## src/rtl/mem_pkg.sv

```systemverilog
// Shared memory-side types: execute-stage read request, SRAM-like bus bundle
// and the state encoding of the load-response engine.
package mem_pkg;

  typedef struct packed {
    logic        valid;
    logic [31:0] addr;
  } read_req_t;

  typedef enum logic [1:0] {
    ST_IDLE = 2'd0,
    ST_REQ  = 2'd1,
    ST_WAIT = 2'd2,
    ST_DROP = 2'd3
  } dread_state_t;

  typedef struct packed {
    logic        req;
    logic [31:0] addr;
    logic        addr_ok;
    logic        data_ok;
    logic [31:0] rdata;
  } sram_bus_t;

  localparam logic [15:0] DBG_CNT_MAX = 16'hFFFF;

  // Bus only carries whole words; the byte offset is handled by the load unit.
  function automatic logic [31:0] word_align(input logic [31:0] a);
    return a & 32'hFFFF_FFFC;
  endfunction

endpackage

```

## src/rtl/dread_resp.sv

```systemverilog
// Load-response engine: issues one SRAM-like read per accepted load request and
// returns the data with a one-cycle strobe, discarding reads killed by a flush.
module dread_resp
  import mem_pkg::*;
(
  input  logic        clk,
  input  logic        reset,
  input  logic        flush,
  input  read_req_t   mread,
  output logic [31:0] rd,
  output logic        d_data_ok,
  output logic        req,
  output logic [31:0] addr,
  input  logic        addr_ok,
  input  logic        data_ok,
  input  logic [31:0] rdata,
  output logic [15:0] o_dbg_cnt
);

  dread_state_t r_state;
  dread_state_t w_next_state;
  logic         w_deliver;
  logic         w_start;
  logic [31:0]  r_addr;
  logic [31:0]  r_rd;
  logic         r_ok;
  logic [15:0]  r_cnt;

  assign w_start = (r_state == ST_IDLE) && mread.valid && !flush;

  // Next-state decode; w_deliver marks a read whose data reaches the pipeline.
  always_comb begin
    w_next_state = r_state;
    w_deliver    = 1'b0;
    case (r_state)
      ST_IDLE: begin
        if (w_start) w_next_state = ST_REQ;
        else         w_next_state = ST_IDLE;
      end
      ST_REQ: begin
        if (addr_ok) begin
          if (data_ok) begin
            w_next_state = ST_IDLE;
            w_deliver    = !flush;
          end else if (flush) begin
            w_next_state = ST_DROP;
          end else begin
            w_next_state = ST_WAIT;
          end
        end else if (flush) begin
          w_next_state = ST_IDLE;
        end else begin
          w_next_state = ST_REQ;
        end
      end
      ST_WAIT: begin
        if (data_ok) begin
          w_next_state = ST_IDLE;
          w_deliver    = !flush;
        end else if (flush) begin
          w_next_state = ST_DROP;
        end else begin
          w_next_state = ST_WAIT;
        end
      end
      ST_DROP: begin
        if (data_ok) w_next_state = ST_IDLE;
        else         w_next_state = ST_DROP;
      end
      default: w_next_state = ST_IDLE;
    endcase
  end

  always_ff @(posedge clk) begin
    if (reset) begin
      r_state <= ST_IDLE;
      r_addr  <= 32'd0;
      r_rd    <= 32'd0;
      r_ok    <= 1'b0;
      r_cnt   <= 16'd0;
    end else begin
      r_state <= w_next_state;
      r_ok    <= w_deliver;
      if (w_deliver) r_rd <= rdata;
      else           r_rd <= r_rd;
      if (w_start) r_addr <= word_align(mread.addr);
      else         r_addr <= r_addr;
      // Busy-cycle counter restarts each time the engine falls back to idle.
      if (w_next_state == ST_IDLE)                         r_cnt <= 16'd0;
      else if (r_state != ST_IDLE && r_cnt != DBG_CNT_MAX) r_cnt <= r_cnt + 16'd1;
      else                                                 r_cnt <= r_cnt;
    end
  end

  assign req       = (r_state == ST_REQ);
  assign addr      = r_addr;
  assign rd        = r_rd;
  assign d_data_ok = r_ok & ~flush;
  assign o_dbg_cnt = r_cnt;

endmodule

```

## config.mk

```make
export PLATFORM = sky130hd
export DESIGN_NAME = dread_resp
export DESIGN_NICKNAME = d
export VERILOG_FILES = /design/src/rtl/mem_pkg.sv /design/src/rtl/dread_resp.sv
export SDC_FILE = /design/constraint.sdc
export NUM_CORES = 1
export LEC_CHECK = 0
export ABC_AREA = 1
export CAP_MARGIN = 15
export CORE_MARGIN = 4
export CORE_UTILIZATION = 41
export DETAILED_ROUTE_END_ITERATION = 10
export PLACE_DENSITY_LB_ADDON = 0.08
export SLEW_MARGIN = 20
export SYNTH_ARGS = -nofsm -noshare
export SYNTH_HDL_FRONTEND = slang
export SYNTH_SLANG_ARGS = --single-unit
```

## constraint.sdc

```tcl
create_clock -name clk -period 2.1 [get_ports clk]
set_input_delay 0.63 -clock clk [delete_from_list [all_inputs] [get_ports clk]]
set_output_delay 0.63 -clock clk [all_outputs]
set_load 0.03 [all_outputs]
```

==> results.py <==
metrics = {
    "power_and_ir_drop": {
        "p_sw_w": 0.000779,
        "p_leak_nw": 2.08,
        "power_frac_seq_pct": 52.7,
        "pwr-share-comb_pct": 14.3,
        "p_int_w": 0.00225,
        "power_w": 0.00303,
        "p_clk_share_pct": 32.9,
        "p_sw_share_pct": 25.7,
        "power.density_nw_per_um2": 595,
        "peakVddDrop_uv": 353,
    },
    "clock_network": {
        "clk_pin_slew_ns": 0.07,
        "htree_num_levels": 3,
        "cts_buffers": 9,
        "cts_hold_repair.buffers": 0,
        "cts_tree": "yes",
        "cts_root_buf": "clkbuf_8",
        "cts_buffer_depth": 2,
        "clock_sinks": 81,
        "clk_latency_ns": 0.34,
    },
    "logic_synthesis": {
        "synth.distinct_cells": 23,
        "synth_area_um2": 3300,
        "synthTopCellsByArea": "dfxtp_1 (49%), nor2_1 (17%), o21ai_0 (9.7%)",
        "netlist.area_leader.share_pct": 49.1,
        "synth_top_area_cell": "dfxtp_1",
        "ys_seq_area_share_pct": 49.1,
        "ys_warn_count": 0,
        "avgSynthCellArea_um2": 7.21,
        "yosys_register_bits": 81,
        "syn_inst": 458,
    },
    "global_route": {
        "globalRouteTotalUtil_pct": 18.2,
        "grt_max_degree": 63,
        "antenna_found_initial": 0,
        "grt_pass1_vias": 3077,
        "grt_pass1_wl_mm": 14.3,
        "overflow": 0,
    },
    "final_layout": {
        "n_antenna_cell": 0,
        "drive_gt1_share_pct": 6.06,
        "nets": 682,
        "area_growth_pct": 54.1,
    },
    "timing": {
        "fmax_mhz": 483,
        "timing.final.crit_share_pct": 98.5,
        "rsz0062_at_grt": "no",
        "final-hold-violation-count": 0,
        "finalSetupViolCount": 0,
        "period_needed_ns": 2.07,
        "drv_slew": 0,
        "totalNegativeSetupSlack_ns": 0,
        "slew_headroom_pct": 66.2,
        "worstMarginPinSlew_ns": 0.507,
        "finClkSkew_ns": 0.0114,
    },
    "min_path": {
        "hp-class": "reg2reg",
    },
    "detailed_routing": {
        "via_per_inst": 4.72,
        "route.vias.total": 3366,
        "wl_mm": 8.93,
        "wire_per_inst_um": 12.5,
        "drc_errors": 0,
        "dr.first_iter.drc_count": 119,
        "postRouteAntennaNets": 0,
        "first_pass_iters": 5,
    },
    "job": {
        "maxCapViolCount": 0,
    },
    "setup_path": {
        "endpoint_kind": "output pin",
        "crit_type": "in2out",
        "arrival_ns": 1.44,
        "path_max_fanout": 3,
        "cp-start-kind": "input port",
        "required_ns": 1.47,
    },
    "die": {
        "die_x_um": 97.7,
        "die-area_um2": 9550,
        "core_um2": 7770,
        "ios": 152,
        "fp.dieH_um": 97.7,
        "start_util_pct": 42.5,
        "floorplan.rows": 32,
    },
    "placed_design": {
        "dp_hpwl_mm": 6.50,
        "place.gp.congestion": 0.821,
        "io_buffers": 147,
    },
    "status": {
        "status": "completed",
    },
}
## timing repair
action                                  in CTS  in global routing
endpoints found under the setup margin      11                  3
resized for setup                           11                  3
gates cloned                                 0                  0
buffers inserted                             0                  0
## metal layers
metal / GRT usage, % / share of wire (%)
met5: 0 / 0
met3: 6.82 / 8.3
met1: 21.5 / 42
met2: 30.1 / 48
met4: 6.71 / 1.3
## layout make-up
| cell class | instances | area, um2 |
|---|---|---|
| Clock buffer | 10 | 138 |
| Clock inverter | 5 | 32.5 |
| Fill cell | 723 | 2680 |
| Inverter | 24 | 90.1 |
| Multi-Input combinational cell | 330 | 1470 |
| Sequential cell | 81 | 1620 |
| Tap cell | 102 | 128 |
| Timing Repair Buffer | 161 | 1610 |
## state kept, by name, summed over array words and instances, names as in the netlist
signal and flops:
o_dbg_cnt 16, r_state 2, addr 30, rd 32
r_ok 1
## logic make-up after synthesis
group	Yosys count	share of synthesized area, %
flops	81	49.1
buf+inv	48	6.37
compound gates	82	12.7
simple gates	235	28.2
xor+xnor	6	1.59
fa+ha+maj	5	1.90
other cells	1	0.114
## final timing paths
check / start / to / slack (ns) / depth (start not counted)
hold reg to reg: rd[11] / rd[11] / 0.48 / 2
setup reg to reg: o_dbg_cnt[0] / o_dbg_cnt[0] / 0.31 / 7
hold / removal: rd[11] / rd[11] / 0.48 / 2
setup / recovery: flush / d_data_ok / 0.03 / 3
## cell usage after synthesis
library cell	n
nor2_1	147
dfxtp_1	81
nand2_1	64
o21ai_0	64
inv_1	23
a21oi_1	16
clkbuf_1	16
nand3_1	13
ha_1	5
nand4_1	5
xor2_1	4
buf_2	3
buf_4	3
buf_6	2
nor2_2	2
o21ai_2	2
xnor2_1	2
conb_1	1
inv_2	1
nand2_2	1
nand3b_1	1
nor2_4	1
or2_0	1
## stage by stage
step	utilization (%)	hold WS, ns	cells	setup slack, ns	cell area [um2]
finish	65.5	0.485	713	0.0312	5090
global route	65.5	0.502	713	0.0226	5090
CTS	65.4	0.490	713	0.00654	5080
detailed placement	63.4	0.475	698	-0.0184	4920
global placement	63.4	0.462	698	0.00210	4920
floorplan	-	0.609	459	0.396	3300
## cells in the final DEF (no fill, tap or decap), types with 2 or more instances in the layout
master,instances
clkbuf_8,10
o21ai_0,64
dfxtp_1,81
clkinvlp_4,3
nand2_1,64
nand3_1,13
inv_1,23
nor2_2,2
clkdlybuf4s50_1,132
xnor2_1,2
clkinv_2,2
nand4_1,5
buf_12,3
buf_4,12
a21oi_1,16
dlymetal6s2s_1,3
o21ai_2,2
dlygate4sd2_1,11
nor2_1,147
ha_1,5
xor2_1,4
conb_1,2
## worst max-delay path, cell delays in order
cell and delay (ns):
clkdlybuf4s50_1 0.49, nor2_1 0.14, buf_4 0.17
## power groups by stage
stage / clock [W] / sequential, W / combinational, W
floorplan: 0 / 0.00171 / 0.000115
global placement: 0 / 0.00163 / 0.000434
detailed placement: 0 / 0.00163 / 0.000438
CTS: 0.00103 / 0.00160 / 0.000439
global route: 0.00110 / 0.00160 / 0.000471
finish: 0.000998 / 0.00160 / 0.000435
No activity file was read; power rests on OpenSTA's default activity.
